**config.mk**
```make
export PLATFORM = sky130hd
export DESIGN_NAME = muldiv_hilo_unit
export DESIGN_NICKNAME = d
export VERILOG_FILES = /design/src/rtl/muldiv_hilo_unit.sv
export SDC_FILE = /design/constraint.sdc
export NUM_CORES = 2
export LEC_CHECK = 0
export BUFFER_PORTS_ARGS = -buffer_cell sky130_fd_sc_hd__buf_2
export CAP_MARGIN = 20
export CELL_PAD_IN_SITES_DETAIL_PLACEMENT = 2
export CELL_PAD_IN_SITES_GLOBAL_PLACEMENT = 2
export CORE_MARGIN = 4
export CORE_UTILIZATION = 41
export CTS_CLUSTER_DIAMETER = 30
export DETAILED_ROUTE_END_ITERATION = 12
export PLACE_DENSITY = 0.81
export SYNTH_ARGS = -nofsm -noshare
export SYNTH_HDL_FRONTEND = slang
export SYNTH_SLANG_ARGS = --single-unit
```
**constraint.sdc**
```tcl
create_clock -name clk -period 15.2 [get_ports clk]
set_clock_uncertainty 0.1 [all_clocks]
set_input_delay 2.28 -clock clk [delete_from_list [all_inputs] [get_ports clk]]
set_output_delay 2.28 -clock clk [all_outputs]
set_load 0.05 [all_outputs]
```
**src/rtl/muldiv_hilo_unit.sv**
```systemverilog
// HI/LO register file with a 1-cycle multiplier and a 32-step
// restoring divider for the EX stage of a MIPS-style pipeline.
module muldiv_hilo_unit (
  input  logic        clk,
  input  logic        resetn,
  input  logic [7:0]  alucontrol,
  input  logic        valid_i,
  input  logic        stall_i,
  input  logic        flush_i,
  input  logic [31:0] src_a,
  input  logic [31:0] src_b,
  output logic        busy_o,
  output logic [31:0] hi_o,
  output logic [31:0] lo_o,
  output logic [31:0] result_o
);

  localparam logic [7:0] EXE_MFHI_OP  = 8'b0001_0000;
  localparam logic [7:0] EXE_MTHI_OP  = 8'b0001_0001;
  localparam logic [7:0] EXE_MFLO_OP  = 8'b0001_0010;
  localparam logic [7:0] EXE_MTLO_OP  = 8'b0001_0011;
  localparam logic [7:0] EXE_MULT_OP  = 8'b0001_1000;
  localparam logic [7:0] EXE_MULTU_OP = 8'b0001_1001;
  localparam logic [7:0] EXE_DIV_OP   = 8'b0001_1010;
  localparam logic [7:0] EXE_DIVU_OP  = 8'b0001_1011;

  typedef enum logic [1:0] {
    IDLE,
    RUN,
    DONE
  } state_t;

  state_t      state;
  logic [4:0]  cnt;
  logic [31:0] rem;
  logic [31:0] quot;
  logic [31:0] dvs;
  logic        q_neg;
  logic        r_neg;
  logic [31:0] hi;
  logic [31:0] lo;

  logic        issue;
  logic        is_div;
  logic        div_signed;
  logic        div_zero;
  logic        a_neg;
  logic        b_neg;
  logic [31:0] a_mag;
  logic [31:0] b_mag;
  logic        mul_signed;
  logic [63:0] mul_a;
  logic [63:0] mul_b;
  logic [63:0] product;
  logic [32:0] rem_sh;
  logic [32:0] diff;
  logic        step_ok;
  logic [31:0] rem_nx;
  logic [31:0] quot_nx;
  logic [31:0] q_fin;
  logic [31:0] r_fin;
  logic        last_step;

  assign issue      = valid_i & ~flush_i & (state == IDLE);
  assign div_signed = (alucontrol == EXE_DIV_OP);
  assign is_div     = div_signed | (alucontrol == EXE_DIVU_OP);
  assign div_zero   = (src_b == 32'd0);

  // A zero divisor keeps the raw dividend so the remainder comes out as src_a.
  assign a_neg = div_signed & ~div_zero & src_a[31];
  assign b_neg = div_signed & src_b[31];
  assign a_mag = a_neg ? 32'd0 - src_a : src_a;
  assign b_mag = b_neg ? 32'd0 - src_b : src_b;

  // Sign-extending both operands lets one 64-bit multiply serve both forms.
  assign mul_signed = (alucontrol == EXE_MULT_OP);
  assign mul_a      = {{32{mul_signed & src_a[31]}}, src_a};
  assign mul_b      = {{32{mul_signed & src_b[31]}}, src_b};
  assign product    = mul_a * mul_b;

  assign rem_sh  = {rem, quot[31]};
  assign diff    = rem_sh - {1'b0, dvs};
  assign step_ok = ~diff[32];
  assign rem_nx  = step_ok ? diff[31:0] : rem_sh[31:0];
  assign quot_nx = {quot[30:0], step_ok};
  assign q_fin   = q_neg ? 32'd0 - quot_nx : quot_nx;
  assign r_fin   = r_neg ? 32'd0 - rem_nx : rem_nx;

  assign last_step = (state == RUN) & (cnt == 5'd31);

  assign busy_o = ~flush_i &
    (((state == IDLE) & valid_i & is_div) | (state == RUN));

  assign hi_o = hi;
  assign lo_o = lo;

  // Move-from ops read HI/LO straight out of the registers.
  always_comb begin
    result_o = 32'd0;
    case (alucontrol)
      EXE_MFHI_OP: result_o = hi;
      EXE_MFLO_OP: result_o = lo;
      default:     result_o = 32'd0;
    endcase
  end

  // Divider sequencer: latch operands on issue, one step per RUN cycle.
  always_ff @(posedge clk) begin
    if (!resetn) begin
      state <= IDLE;
      cnt   <= 5'd0;
      rem   <= 32'd0;
      quot  <= 32'd0;
      dvs   <= 32'd0;
      q_neg <= 1'b0;
      r_neg <= 1'b0;
    end else if (flush_i) begin
      state <= IDLE;
    end else begin
      unique case (state)
        IDLE: begin
          if (valid_i && is_div) begin
            state <= RUN;
            cnt   <= 5'd0;
            rem   <= 32'd0;
            quot  <= a_mag;
            dvs   <= b_mag;
            q_neg <= a_neg ^ b_neg;
            r_neg <= a_neg;
          end
        end
        RUN: begin
          rem  <= rem_nx;
          quot <= quot_nx;
          cnt  <= cnt + 5'd1;
          if (cnt == 5'd31) begin
            state <= DONE;
          end
        end
        DONE: begin
          if (!stall_i) begin
            state <= IDLE;
          end
        end
        default: state <= IDLE;
      endcase
    end
  end

  // HI/LO writes: divide result, moves and products; flush blocks all.
  always_ff @(posedge clk) begin
    if (!resetn) begin
      hi <= 32'd0;
      lo <= 32'd0;
    end else if (!flush_i) begin
      if (last_step) begin
        hi <= r_fin;
        lo <= q_fin;
      end else if (issue) begin
        case (alucontrol)
          EXE_MTHI_OP:  hi <= src_a;
          EXE_MTLO_OP:  lo <= src_a;
          EXE_MULT_OP,
          EXE_MULTU_OP: {hi, lo} <= product;
          default: ;
        endcase
      end
    end
  end

endmodule

```
==> impl_metrics.py <==
metrics = {
    "clock_tree": {
        "cts-resized-gates": 0,
        "cts_tree": "built",
        "ctsHtreeMaxLevel": 4,
        "cts_num_sinks": 169,
        "clock_latency_ns": 0.47,
        "clockBufferDepth": 2,
        "cts_buffers": 17,
        "cts_setup_buffers": 0,
        "cts.hold.buffers_added": 0,
        "clkSlewWorstSetupHoldPaths_ns": 0.08,
        "cts-root-buf": "clkbuf_16",
    },
    "hold_path": {
        "min_delay_worst_endpoint": "dvs[31]",
        "hold_path_class": "register to register",
        "holdPathStages": 2,
        "timing.hold.worst.start": "dvs[31]",
    },
    "synthesis": {
        "synth_fp_nets": 7484,
        "synthSimpleGateAreaFrac_pct": 16.5,
        "yosysSeqAreaShare_pct": 6.62,
        "synth_compound_gate_area_share_pct": 10.1,
        "synth-async-reset-ratio_pct": 0,
        "synth-edff-count": 0,
        "yosys.area_share.xor_xnor_pct": 3.46,
        "dominant_combinational_cell_family_by_area_after_synthesis": "adder cells",
        "muxShareOfSynthArea_pct": 1.21,
        "dominantRegCellSynth": "dfxtp_1",
        "synth-seq-cells": 169,
        "syn-cell-area_mm2": 0.0511,
        "synth_cells": 6031,
        "post_synth.cell_area_avg_um2": 8.47,
        "synth.lib_cells_used.distinct": 98,
        "synth_warnings": 0,
        "post_synth_fa_ha_maj_area_fraction_pct": 50.2,
    },
    "sta": {
        "highest_clock_frequency_the_design_can_meet_mhz": 81.8,
        "worst_pin_slew_ns": 1.16,
        "period_needed_ns": 12.23,
        "slew_viol_final": 0,
        "setup_total_negative_slack_ns": 0,
        "setup_viol": 0,
        "slew_headroom_pct": 22.6,
        "rsz0062_at_grt": "false",
        "layout_setup_ws_ns": 2.97,
        "min_period_over_period_pct": 80.5,
        "final_hold_violations": 0,
    },
    "global_routing": {
        "gr-usage-all-layers_pct": 34.5,
        "grt_remaining_overflow": 0,
        "grt_pass1_wl_um": 337000,
        "vias_in_the_first_global_route": 51600,
        "number_of_antenna_violations_at_the_first_check_in_global_routing": 13,
        "grt_start_max_net_pins": 78,
    },
    "route": {
        "detail_route.drc_violations": 0,
        "route.vias.total": 44000,
        "firstDrtPassIters": 7,
        "routed_wl_um": 224000,
        "drtAntennaViolNets": 0,
        "first_iter_violations": 3550,
        "ratio_of_routed_vias_to_standard_cells": 5.81,
        "wire_per_inst_um": 29.6,
    },
    "setup_path": {
        "ff_to_ff_setup_slack_ns": 8.41,
        "category_of_the_most_critical_setup_path": "input pin to register",
        "crit_path_top_delay_cell": "fa_1",
        "crit_arrival_ns": 12.51,
        "cp_slowest_stage_delay_ns": 0.88,
        "worst_path_most_repeated_cell": "fa_1",
        "reg2reg_to": "hi_o[28]",
        "ff2ff_path_depth": 21,
        "timing.critical_path.required_ns": 15.48,
        "critPathMaxFanout": 21,
        "critical_path.reg2reg.startpoint": "quot[31]",
        "cp-end-kind": "register",
        "crit_path_from": "alucontrol[2]",
        "worstSetupStartpointType": "input pin",
    },
    "die": {
        "floorplan.die_area_mm2": 0.130,
        "initial_core_util_pct": 41.3,
        "rows": 129,
        "chipHeight_um": 361,
        "num_io_pins": 174,
        "core-area_mm2": 0.124,
        "die_w_um": 361,
    },
    "cells_and_area": {
        "mostFrequentLayoutCells": "inv_1, fa_1, nand2_1",
        "final-seq-area_mm2": 0.00338,
        "multiInputGateArea_mm2": 0.0417,
        "n_fill_cell": 13800,
        "layout.cells.most_common": "inv_1",
        "total_number_of_nets_in_the_final_design": 7368,
        "fraction_of_final_layout_cells_sized_beyond_drive_strength_1_pct": 6.02,
        "areaGrowthSynthToFinish_pct": 5.33,
    },
    "place": {
        "place_congestion": 0.929,
        "dp_hpwl_um": 180000,
        "post-place-ws_ns": 2.54,
        "io_buffers": 173,
    },
    "run": {
        "cap_violations": 0,
    },
    "status": {
        "run_status": "complete, no violations",
    },
}
==> per-stage QoR <==
stage	hold slack, ns	std cells	utilization [%]	area, um2
after detailed placement	0.372	7532	43.0	53200
after global routing	0.410	7566	43.5	53800
final	0.382	7571	43.5	53800
after global placement	0.354	7532	43.0	53200
after floorplan	0.332	6031	-	51100
after CTS	0.381	7564	43.4	53800
==> flip-flops by register name (all words and copies together), names as in the netlist <==
| name | cells |
|---|---|
| dvs | 32 |
| lo_o | 32 |
| rem | 32 |
| hi_o | 32 |
| state | 2 |
| quot | 32 |
| r_neg | 1 |
| q_neg | 1 |
| cnt | 5 |
==> layer usage <==
| layer | wire (um) | GRT usage, % | part of all wire (%) |
|---|---|---|---|
| met4 | 10900 | 14.9 | 4.9 |
| met5 | 12 | 0 | 0.0053 |
| met2 | 109000 | 59.2 | 49 |
| met1 | 89400 | 43.5 | 40 |
| met3 | 15200 | 5.02 | 6.8 |
==> synth_stat cells, types with 10 or more instances <==
library cell  count  share of area [%]
nand2b_1         14               0.17
and2_1          306                3.7
nand4_1          18               0.22
o41ai_1          14               0.24
o211a_1          10               0.20
a31oi_1          30               0.37
a211oi_1         69                1.0
xnor2_1         108                1.9
xor2_1           94                1.6
nand3_1          51               0.50
o21a_1           20               0.29
a21o_1           53               0.78
o21ai_0         149                1.5
nor3_1           37               0.36
mux2i_1          56                1.1
fa_1           1126                 44
o21ai_1          11               0.11
nor2_1          294                2.2
ha_1            250                6.1
or2_2            21               0.26
or4_1            13               0.19
clkbuf_1        334                2.5
and3_1           27               0.33
dfxtp_1         169                6.6
o31ai_1          31               0.46
o211ai_1         54               0.79
nor3b_1          11               0.16
nor2b_1          17               0.21
a21oi_1         180                1.8
inv_1          1198                8.8
o2111ai_1        11               0.19
a311oi_1         14               0.24
a21boi_0         29               0.43
or3_1            28               0.34
buf_1            54               0.40
nand2_1         970                7.1
nor4_1           17               0.21
==> final cells by class <==
cell class / instances / share of cell area (%)
Antenna cell: 6 / 0.0279
Clock buffer: 17 / 0.791
Timing Repair Buffer: 263 / 2.88
Sequential cell: 169 / 6.29
Multi-Input combinational cell: 4261 / 77.5
Clock inverter: 15 / 0.337
Tap cell: 1637 / 3.81
Inverter: 1203 / 8.39
==> worst max-delay path, delay by kind of cell <==
family                     cells  cell delay, ns
xor gates and xnor gates       1            0.18
AOI/OAI and AO/OA              4            1.17
buffers and inverters         10            1.76
adders and majority gates      9            4.78
and+or+nand+nor               12            2.31
==> worst max path at each step <==
| stage | endpoint | slack [ns] | cells after the start |
|---|---|---|---|
| 2_1_floorplan | hi_o[31] | 3.80 | 38 |
| 3_3_place_gp | hi_o[31] | 3.08 | 37 |
| 3_5_place_dp | hi_o[29] | 2.54 | 36 |
| 4_1_cts | hi_o[29] | 3.01 | 37 |
| 5_1_grt | hi_o[31] | 2.30 | 37 |
| 6_report | hi_o[29] | 2.97 | 36 |
==> cell families (layout without fill, tap and decap cells) <==
group / count (synthesis) / count (layout)
AOI/OAI and AO/OA: 769 / 769
adders and majority gates: 1376 / 1376
other: 0 / 6
and+or+nand+nor: 1853 / 1853
xor gates and xnor gates: 202 / 202
muxes: 61 / 61
buffers and inverters: 1601 / 1498
DFF: 169 / 169
Power is left out: the tool's default activity adds up to more than one toggle a clock period on the data nets, which glitch-free logic cannot reach.
